===== src/rtl/pulse_meter_pkg.sv =====
`default_nettype none
// ============================================================================
// Module   : pulse_meter_pkg
// Purpose  : Shared types and default constants for the pulse period meter.
//            The divider period/high constants live here as well, so the
//            loop-back self-test reads the values it expects from the same
//            place the clock divider is configured from.
// Contents : state_t         - measurement FSM states
//            PM_CNT_W        - default counter / output width
//            PM_TIMEOUT      - default largest accepted period (cycles)
//            DIV_PERIOD/HIGH - loop-back divider waveform (cycles)
// Revision : 1.0 - initial release
// ============================================================================
package pulse_meter_pkg;

   typedef enum logic [0:0] {
      ARM = 1'b0,   // waiting for the first rising edge
      RUN = 1'b1    // measuring between consecutive rising edges
   } state_t;

   localparam int PM_CNT_W   = 32;
   localparam int PM_TIMEOUT = 2500;

   localparam int DIV_PERIOD = 1251;
   localparam int DIV_HIGH   = 626;
   localparam int DIV_LOW    = DIV_PERIOD - DIV_HIGH;

endpackage : pulse_meter_pkg
`default_nettype wire


===== src/rtl/sync_edge_detect.sv =====
`default_nettype none
// ============================================================================
// Module   : sync_edge_detect
// Purpose  : Brings an asynchronous input into the clock domain through a
//            flop chain and flags its rising and falling edges.
// Ports    : clock   - system clock
//            reset   - asynchronous, active-high reset (chain clears to 0)
//            i_async - asynchronous input
//            o_level - synchronised level
//            o_rise  - one-cycle pulse on a synchronised 0->1 transition
//            o_fall  - one-cycle pulse on a synchronised 1->0 transition
// Params   : SYNC_STAGES - synchroniser depth, must be at least 2
// Revision : 1.0 - initial release
// ============================================================================
module sync_edge_detect #(
   parameter int SYNC_STAGES = 2
) (
   input  logic clock,
   input  logic reset,
   input  logic i_async,
   output logic o_level,
   output logic o_rise,
   output logic o_fall
);

   logic [SYNC_STAGES-1:0] r_sync;
   logic                   r_level_d;
   logic                   w_level;

   always_ff @(posedge clock or posedge reset) begin
      if (reset) begin
         r_sync    <= '0;
         r_level_d <= 1'b0;
      end else begin
         r_sync    <= {r_sync[SYNC_STAGES-2:0], i_async};
         r_level_d <= r_sync[SYNC_STAGES-1];
      end
   end

   assign w_level = r_sync[SYNC_STAGES-1];
   assign o_level = w_level;
   assign o_rise  = w_level & ~r_level_d;
   assign o_fall  = ~w_level & r_level_d;

endmodule : sync_edge_detect
`default_nettype wire


===== src/rtl/pulse_period_meter.sv =====
`default_nettype none
// ============================================================================
// Module   : pulse_period_meter
// Purpose  : Measures a periodic pulse train in system-clock cycles. Reports
//            the period between the last two rising edges and the high time
//            within it, with a one-cycle valid strobe plus lock and
//            loss-of-signal status.
// Ports    : clock      - system clock
//            reset      - asynchronous, active-high reset
//            pulse_in   - asynchronous pulse train
//            period     - cycles between the last two rising edges
//            high_time  - cycles high within the last measured period
//            meas_valid - one-cycle strobe, period/high_time updated
//            locked     - a valid measurement since reset or timeout
//            timeout    - loss of signal, cleared by the next measurement
// Params   : CNT_W       - counter and output width
//            SYNC_STAGES - synchroniser depth (>= 2)
//            TIMEOUT     - largest accepted period, < 2^CNT_W - 1
// Revision : 1.0 - initial release
// ============================================================================
module pulse_period_meter
   import pulse_meter_pkg::*;
#(
   parameter int CNT_W       = PM_CNT_W,
   parameter int SYNC_STAGES = 2,
   parameter int TIMEOUT     = PM_TIMEOUT
) (
   input  logic             clock,
   input  logic             reset,
   input  logic             pulse_in,
   output logic [CNT_W-1:0] period,
   output logic [CNT_W-1:0] high_time,
   output logic             meas_valid,
   output logic             locked,
   output logic             timeout
);

   localparam logic [CNT_W-1:0] C_ONE     = CNT_W'(1);
   localparam logic [CNT_W-1:0] C_TIMEOUT = CNT_W'(TIMEOUT);

   // Only the edges carry timing information; the level is not needed here.
   logic w_level_unused;
   logic w_rise;
   logic w_fall;

   sync_edge_detect #(
      .SYNC_STAGES (SYNC_STAGES)
   ) u_sync (
      .clock   (clock),
      .reset   (reset),
      .i_async (pulse_in),
      .o_level (w_level_unused),
      .o_rise  (w_rise),
      .o_fall  (w_fall)
   );

   state_t           r_state;
   logic [CNT_W-1:0] r_cnt;
   logic [CNT_W-1:0] r_hi_lat;
   logic [CNT_W-1:0] r_period;
   logic [CNT_W-1:0] r_high_time;
   logic             r_valid;
   logic             r_locked;
   logic             r_timeout;

   state_t           w_state_nxt;
   logic [CNT_W-1:0] w_cnt_nxt;
   logic [CNT_W-1:0] w_hi_lat_nxt;
   logic [CNT_W-1:0] w_period_nxt;
   logic [CNT_W-1:0] w_high_time_nxt;
   logic             w_valid_nxt;
   logic             w_locked_nxt;
   logic             w_timeout_nxt;

   always_ff @(posedge clock or posedge reset) begin
      if (reset) begin
         r_state     <= ARM;
         r_cnt       <= '0;
         r_hi_lat    <= '0;
         r_period    <= '0;
         r_high_time <= '0;
         r_valid     <= 1'b0;
         r_locked    <= 1'b0;
         r_timeout   <= 1'b0;
      end else begin
         r_state     <= w_state_nxt;
         r_cnt       <= w_cnt_nxt;
         r_hi_lat    <= w_hi_lat_nxt;
         r_period    <= w_period_nxt;
         r_high_time <= w_high_time_nxt;
         r_valid     <= w_valid_nxt;
         r_locked    <= w_locked_nxt;
         r_timeout   <= w_timeout_nxt;
      end
   end

   // The counter is 1 in the cycle after a rise, so at the next falling edge
   // it equals the high time and at the next rise it equals the period.
   always_comb begin
      w_state_nxt     = r_state;
      w_cnt_nxt       = r_cnt;
      w_hi_lat_nxt    = r_hi_lat;
      w_period_nxt    = r_period;
      w_high_time_nxt = r_high_time;
      w_valid_nxt     = 1'b0;
      w_locked_nxt    = r_locked;
      w_timeout_nxt   = r_timeout;

      case (r_state)
         ARM: begin
            // First edge only establishes a reference; nothing to report.
            if (w_rise) begin
               w_cnt_nxt   = C_ONE;
               w_state_nxt = RUN;
            end
         end

         RUN: begin
            if (w_rise) begin
               // A rise landing on the TIMEOUT count is still accepted.
               w_period_nxt    = r_cnt;
               w_high_time_nxt = r_hi_lat;
               w_valid_nxt     = 1'b1;
               w_locked_nxt    = 1'b1;
               w_timeout_nxt   = 1'b0;
               w_cnt_nxt       = C_ONE;
            end else if (r_cnt == C_TIMEOUT) begin
               // Cleared so the counter can never climb past TIMEOUT.
               w_timeout_nxt = 1'b1;
               w_locked_nxt  = 1'b0;
               w_cnt_nxt     = '0;
               w_state_nxt   = ARM;
            end else begin
               w_cnt_nxt = r_cnt + C_ONE;
               if (w_fall) begin
                  w_hi_lat_nxt = r_cnt;
               end
            end
         end

         default: begin
            w_state_nxt = ARM;
         end
      endcase
   end

   assign period     = r_period;
   assign high_time  = r_high_time;
   assign meas_valid = r_valid;
   assign locked     = r_locked;
   assign timeout    = r_timeout;

endmodule : pulse_period_meter
`default_nettype wire

===== config.mk =====
export PLATFORM = sky130hd
export DESIGN_NAME = pulse_period_meter
export DESIGN_NICKNAME = d
export VERILOG_FILES = /design/src/rtl/pulse_meter_pkg.sv /design/src/rtl/sync_edge_detect.sv /design/src/rtl/pulse_period_meter.sv
export SDC_FILE = /design/constraint.sdc
export NUM_CORES = 1
export LEC_CHECK = 0
export CORE_UTILIZATION = 39
export CTS_CLUSTER_SIZE = 12
export DETAILED_ROUTE_END_ITERATION = 16
export PLACE_DENSITY = 0.68
export SYNTH_ARGS = -nofsm -noshare
export SYNTH_HDL_FRONTEND = slang
export SYNTH_SLANG_ARGS = --single-unit

===== constraint.sdc =====
create_clock -name clock -period 10.37 [get_ports clock]
set_clock_uncertainty 0.15 [all_clocks]
set_input_delay 2.074 -clock clock [delete_from_list [all_inputs] [get_ports clock]]
set_output_delay 2.074 -clock clock [all_outputs]
set_load 0.05 [all_outputs]

==> qor.csv, run 1 <==
stage,metric,value,unit
run_status,status,"finished, violations left",
run_status,failing checks,DRC,
routing,drt pass-1 iters,10,
logic_synthesis,Synth area leader,dfrtp_1,
clock_network,post-CTS setup buffers,0,
cells_and_area,"commonest cells after routing, fill and taps aside","208 x nand2_1, 135 x dfrtp_1, 69 x clkdlybuf4s50_1",
floorplan,core area,14700,um^2
timing,FMAX,260,MHz
cells_and_area,fin nets,640,
critical_path,endpoint class of the critical path,output pin,
timing,"Slew Viols, Final",0,
cells_and_area,Final Util,49.3,%
logic_synthesis,Gate Count Post-Synth,587,
timing,final setup TNS,0,ns
logic_synthesis,number of flops mapped to enable cells by yosys,0,
power,Peak VDD IR,0.000129,V
timing,worst hold slack,0.214,ns
floorplan,Die ar.,15800,um^2
grt,GRT Util Overall,16.8,%
routing,Via Count,4333,
clock_network,Clock Latency Late Sink,0.42,ns
critical_path,Required @ worst endpoint,8.15,ns
floorplan,Die H,126,um
placement,hpwl dp,7840,um
power,LEAKAGE,3.54,nW
timing,final hold vios,0,
logic_synthesis,area share of the largest cell type after synthesis,56.7,%
floorplan,# IOs,70,
cells_and_area,"most common cell after layout, fill and taps aside",nand2_1,
clock_network,CTS tree,built,
logic_synthesis,Mapped Area,5960,um^2
logic_synthesis,"Seq/Total Area, Yosys",56.7,%
cells_and_area,Area Overhead vs Synth,21.6,%
routing,Vias/cell,5.21,
grt,vias in the first global route,4242,
job,max cap viols,0,
logic_synthesis,synthesis-stage register bit count,135,
timing,unrepaired setup endpoints after global routing,false,
routing,Detailed Route WL,12400,um
timing,Worst-Margin Slew,1.07,ns
cells_and_area,cell area after layout,7250,um^2
timing,final setup fails,0,
floorplan,Die Wd,126,um
clock_network,Worst-path clk slew,0.06,ns
clock_network,CTS buffer count,17,
worst_hold_path,worst hold path type,reg -> reg,
grt,first-pass GRT wire length,21000,um
clock_network,clock tree buffer depth,2,
grt,largest net degree at the start of global routing,81,
grt,antenna violations before repair,0,
clock_network,post_cts resized,0,
routing,First DRT Iteration DRCs,328,
clock_network,Clock Tree Root,clkbuf_16,
logic_synthesis,syn avg cell area,10.2,um^2
logic_synthesis,syn nets,592,
critical_path,critical path cell sequence,clkdlybuf4s50_1,
grt,grt total ovfl,0,
critical_path,Worst setup SP type,register,
timing,post-route minimum period,3.85,ns
cells_and_area,Inserted Diodes,0,
critical_path,reg2reg setup slack,7.48,ns
logic_synthesis,Ys Warns,0,
placement,I/O Buffers,69,
clock_network,htree depth,4,
cells_and_area,share of post-route cells with drive strength above 1,11.1,%
clock_network,Sink Count,135,
placement,placed cell areas,6620,um^2
logic_synthesis,predominant post-synthesis flop cell,dfrtp_1,
critical_path,Setup CP Type,reg -> out,
critical_path,Worst EP arrival,1.62,ns
clock_network,hold-fix buffers at CTS,0,
critical_path,crit path max fanout,2,
critical_path,critical path's slowest cell,clkdlybuf4s50_1,
floorplan,Initial Utilization,40.6,%
routing,per-cell routed wire length,14.9,um
placement,Routability Congestion,0.816,
critical_path,CP bufs+invs,1,
critical_path,Crit path max-delay family,buffers and inverters,
power,Pwr Total,0.00139,W
routing,remaining antenna violation count after routing,0,
logic_synthesis,count of different cell masters after synthesis,48,
logic_synthesis,main area contributors after synthesis,"dfrtp_1 57%, nand2_1 13%, mux2_4 7.6%",
logic_synthesis,ys async rst share,100,%
timing,relative slew slack,28.3,%
critical_path,worst stage delay on the critical path,0.83,ns
timing,Tcrit/Tclk final,37.1,%
power,Power Density,191,nW/um^2
routing,number of remaining DRC errors,4,
floorplan,num rows,44,
[cell type report]
| cell class | instances | area [um^2] |
|---|---|---|
| well taps | 184 | 230 |
| clock inverters | 9 | 148 |
| repair buffers | 73 | 721 |
| multi-input cells | 399 | 2260 |
| fillers | 1321 | 7450 |
| inverters | 9 | 38.8 |
| clock buffers | 22 | 474 |
| flip-flops and latches | 135 | 3380 |
[metrics by stage]
stage,std cells,setup slack [ns]
after floorplan,587,4.53
after global placement,800,6.42
after detailed placement,800,6.37
after CTS,831,6.51
after global routing,831,6.50
final,831,6.52
[state kept, by name (all words and copies together), names as in the netlist]
| register | cells |
|---|---|
| r_hi_lat | 32 |
| u_sync.r_level_d | 1 |
| u_sync.r_sync | 2 |
| locked | 1 |
| r_cnt | 32 |
| period | 32 |
| timeout | 1 |
| high_time | 32 |
| meas_valid | 1 |
| r_state | 1 |
[per-layer routing]
metal / wire length [um] / up-vias / part of all wire (%) / track usage [%]
met5: 0 / - / 0 / 0
met4: 212 / 0 / 1.7 / 6.81
met3: 571 / 24 / 4.6 / 4.72
met2: 5690 / 118 / 46 / 25.6
met1: 5890 / 2120 / 48 / 22.6
li1: - / 2071 / - / -
[cells in the mapped netlist, types with 2 or more instances]
| cell type | n |
|---|---|
| nand2_1 | 209 |
| nor4_1 | 7 |
| nand4_1 | 14 |
| inv_1 | 8 |
| buf_6 | 8 |
| nor3_1 | 4 |
| a21oi_1 | 16 |
| o211ai_1 | 3 |
| or3_1 | 4 |
| mux2i_1 | 2 |
| nor2b_1 | 2 |
| nor4b_1 | 3 |
| buf_12 | 3 |
| a31oi_1 | 19 |
| a21o_1 | 2 |
| dfrtp_1 | 135 |
| o21ai_0 | 19 |
| mux2_1 | 2 |
| xor2_1 | 5 |
| and3_1 | 5 |
| nor2_1 | 10 |
| buf_1 | 2 |
| and4_1 | 2 |
| a41oi_1 | 2 |
| clkbuf_1 | 16 |
| nand2b_1 | 6 |
| nand3_1 | 16 |
| mux2_4 | 30 |
| ha_1 | 2 |
| buf_2 | 13 |
[worst paths after layout]
path,to,depth (start not counted),from
worst min-delay path,u_sync.r_sync[1],0,u_sync.r_sync[0]
worst max register to register,r_cnt[3],7,r_cnt[0]
max in group asynchronous,u_sync.r_sync[1],3,reset
worst min register to register,u_sync.r_sync[1],0,u_sync.r_sync[0]
min in group asynchronous,high_time[30],2,reset
worst max-delay path,period[2],1,period[2]
[cells by family after synthesis]
logic type,share of synthesized area (%)
buffers and inverters,5.52
muxes,8.27
DFF,56.7
AOI/OAI and AO/OA,6.99
adders and majority gates,0.420
and+or+nand+nor,21.2
xor gates and xnor gates,0.882
[where the power goes]
part	switching [W]	total, W	internal (W)
Sequential	0.0000324	0.000592	0.000560
Combinational	0.000106	0.000164	0.0000583
Clock	0.000213	0.000631	0.000418
Total	0.000351	0.00139	0.00104
No activity file was read; power rests on OpenSTA's default activity.
==> run 2, diff against run 1 <==
==> constraint.sdc (replaced) <==
create_clock -name clock -period 4 [get_ports clock]
set_clock_uncertainty 0.15 [all_clocks]
set_input_delay 0.8 -clock clock [delete_from_list [all_inputs] [get_ports clock]]
set_output_delay 0.8 -clock clock [all_outputs]
set_load 0.05 [all_outputs]
==> run 2 against run 1 <==
  * The flow still finishes with violations (DRC)
  * Routed wire length up 6.8%
  * Cell count up 0.24%
  * Clock-buffer cell count up 1
  * Sequential share of layout area up 0.15 points
  * Worst hold slack worse by 0.014 ns
  * Power rose to 2.5 times the previous value
  * Clock power up 140%
  * Global-route usage up 1.1 points
  * Design area down 0.31%
==> qor.csv, run 2 (synthesis gave the netlist of run 1 again) <==
stage,metric,value,unit,change
routing,met2 WL post-DR,6160,um,+8.3%
timing,FMAX,346,MHz,
routing,drt pass-1 iters,11,,+1
placement,I/O Buffers,69,,unchanged
critical_path,reg2reg start,r_cnt[0],,
floorplan,num rows,44,,unchanged
timing,"Slew Viols, Final",0,,unchanged
clock_network,post_cts resized,0,,unchanged
clock_network,Clock Tree Root,clkbuf_16,,
critical_path,Setup CP Type,reg -> reg,,
clock_network,clock tree buffer depth,2,,unchanged
routing,remaining antenna violation count after routing,0,,unchanged
power,Pwr Total,0.00347,W,+150%
grt,grt total ovfl,0,,unchanged
critical_path,endpoint class of the critical path,register,,
clock_network,Clock Latency Late Sink,0.42,ns,about the same
floorplan,Die ar.,15800,um^2,unchanged
placement,Routability Congestion,0.852,,+4.4%
floorplan,# IOs,70,,unchanged
timing,final hold vios,0,,unchanged
critical_path,depth of the most critical reg-to-reg path,8,,+1
grt,largest net degree at the start of global routing,71,,-12%
critical_path,Worst EP arrival,3.04,ns,+1.42 ns
grt,first-pass GRT wire length,22200,um,+5.6%
cells_and_area,"non-filler cells, final",833,,+0.24%
clock_network,post-CTS setup buffers,0,,unchanged
critical_path,crit path max fanout,17,,+15
power,Peak VDD IR,0.000320,V,+150%
floorplan,Die H,126,um,unchanged
routing,Vias/cell,5.30,,+1.7%
timing,relative slew slack,31.4,%,+3.1 points
routing,Via Count,4418,,+2.0%
timing,Worst-Margin Slew,1.02,ns,-0.0463 ns
power,LEAKAGE,3.52,nW,-0.52%
clock_network,hold-fix buffers at CTS,0,,unchanged
power,Power Density,481,nW/um^2,+150%
critical_path,Required @ worst endpoint,4.15,ns,-4.00 ns
clock_network,htree depth,4,,unchanged
floorplan,core area,14700,um^2,unchanged
timing,worst hold slack,0.200,ns,-0.0142 ns
worst_hold_path,WHS Path Cells,0,,unchanged
routing,number of remaining DRC errors,4,,unchanged
grt,vias in the first global route,4247,,+0.12%
timing,final setup TNS,0,ns,unchanged
clock_network,CTS tree,built,,
timing,post-route minimum period,2.89,ns,
critical_path,Worst setup SP type,register,,
cells_and_area,Area Overhead vs Synth,21.2,%,
critical_path,reg2reg setup slack,1.11,ns,-6.37 ns
timing,Tcrit/Tclk final,72.2,%,
placement,Cell Count Post-Placement,801,,+0.13%
cells_and_area,"most common cell after layout, fill and taps aside",nand2_1,,
grt,GRT Util Overall,17.9,%,+1.1 points
cells_and_area,"commonest cells after routing, fill and taps aside","208 x nand2_1, 135 x dfrtp_1, 69 x clkdlybuf4s50_1",,
routing,M1 WL,6130,um,+4.1%
placement,hpwl dp,8540,um,+8.8%
cells_and_area,share of post-route cells with drive strength above 1,11.1,%,-0.034 points
floorplan,Initial Utilization,40.6,%,unchanged
worst_hold_path,Hold Path End,u_sync.r_sync[1],,
worst_hold_path,worst hold path type,reg -> reg,,
cells_and_area,Final Util,49.1,%,-0.15 points
cells_and_area,# fillers,1314,,-0.53%
grt,antenna violations before repair,0,,unchanged
cells_and_area,fin nets,641,,+0.16%
routing,Detailed Route WL,13200,um,+6.8%
timing,unrepaired setup endpoints after global routing,false,,
job,max cap viols,0,,unchanged
clock_network,Sink Count,135,,unchanged
clock_network,CTS buffer count,17,,unchanged
worst_hold_path,HP Start,u_sync.r_sync[0],,
routing,top layer in use,met4,,
routing,First DRT Iteration DRCs,302,,-7.9%
run_status,failing checks,DRC,,
cells_and_area,Inserted Diodes,0,,unchanged
routing,met3 WL,720,um,+26%
run_status,status,"finished, violations left",,
critical_path,reg2reg end,r_hi_lat[9],,
timing,final setup fails,0,,unchanged
routing,per-cell routed wire length,15.8,um,+6.5%
floorplan,Die Wd,126,um,unchanged
clock_network,Worst-path clk slew,0.05,ns,about the same
run 2: how the worst max path moves through the flow:
| stage | startpoint | cells past startpoint | to | slack, ns |
|---|---|---|---|---|
| final | r_cnt[0] | 8 | r_hi_lat[9] | 1.11 |
| after CTS | r_cnt[0] | 8 | r_hi_lat[15] | 1.13 |
| after detailed placement | r_cnt[0] | 8 | r_hi_lat[11] | 1.15 |
| after global placement | r_cnt[0] | 8 | r_hi_lat[15] | 1.27 |
| after floorplan | reset | 1 | high_time[0] | 1.37 |
| after global routing | r_cnt[0] | 7 | r_cnt[3] | 0.94 |
run 2: area by class of cell:
type	count	area [um^2]	share of cell area, %
Multi-Input combinational cell	399	2260	31.2
Inverter	9	37.5	0.520
Tap cell	184	230	3.19
Timing Repair Buffer	74	753	10.4
Sequential cell	135	3380	46.8
Clock buffer	23	468	6.48
Clock inverter	9	100	1.39
run 2: metal layers:
metal / track usage [%] / up-vias
met2: 27.0 / 144
met5: 0 / -
met4: 6.46 / 0
met1: 24.7 / 2174
met3: 4.89 / 20
li1: - / 2080
run 2: where the power goes:
part           total (W)  internal [W]  switching (W)
sequential       0.00154       0.00145      0.0000891
combinational   0.000431      0.000154       0.000276
clock            0.00150      0.000943       0.000558
total            0.00347       0.00255       0.000924
run 2: through the flow:
stage / worst slack (ns) / instance area [um^2]
finish: 1.11 / 7220
detailed placement: 1.15 / 6660
global placement: 1.27 / 6660
global route: 0.939 / 7220
CTS: 1.13 / 7220
floorplan: 1.37 / 5960
run 2: worst max-delay path: stages (launching register included):
cell	delay [ns]
dfrtp_1	0.44
inv_1	0.12
ha_1	0.16
nor4b_1	0.28
nand4b_1	0.25
o21ai_2	0.24
or3b_2	0.54
buf_12	0.26
mux2_4	0.31
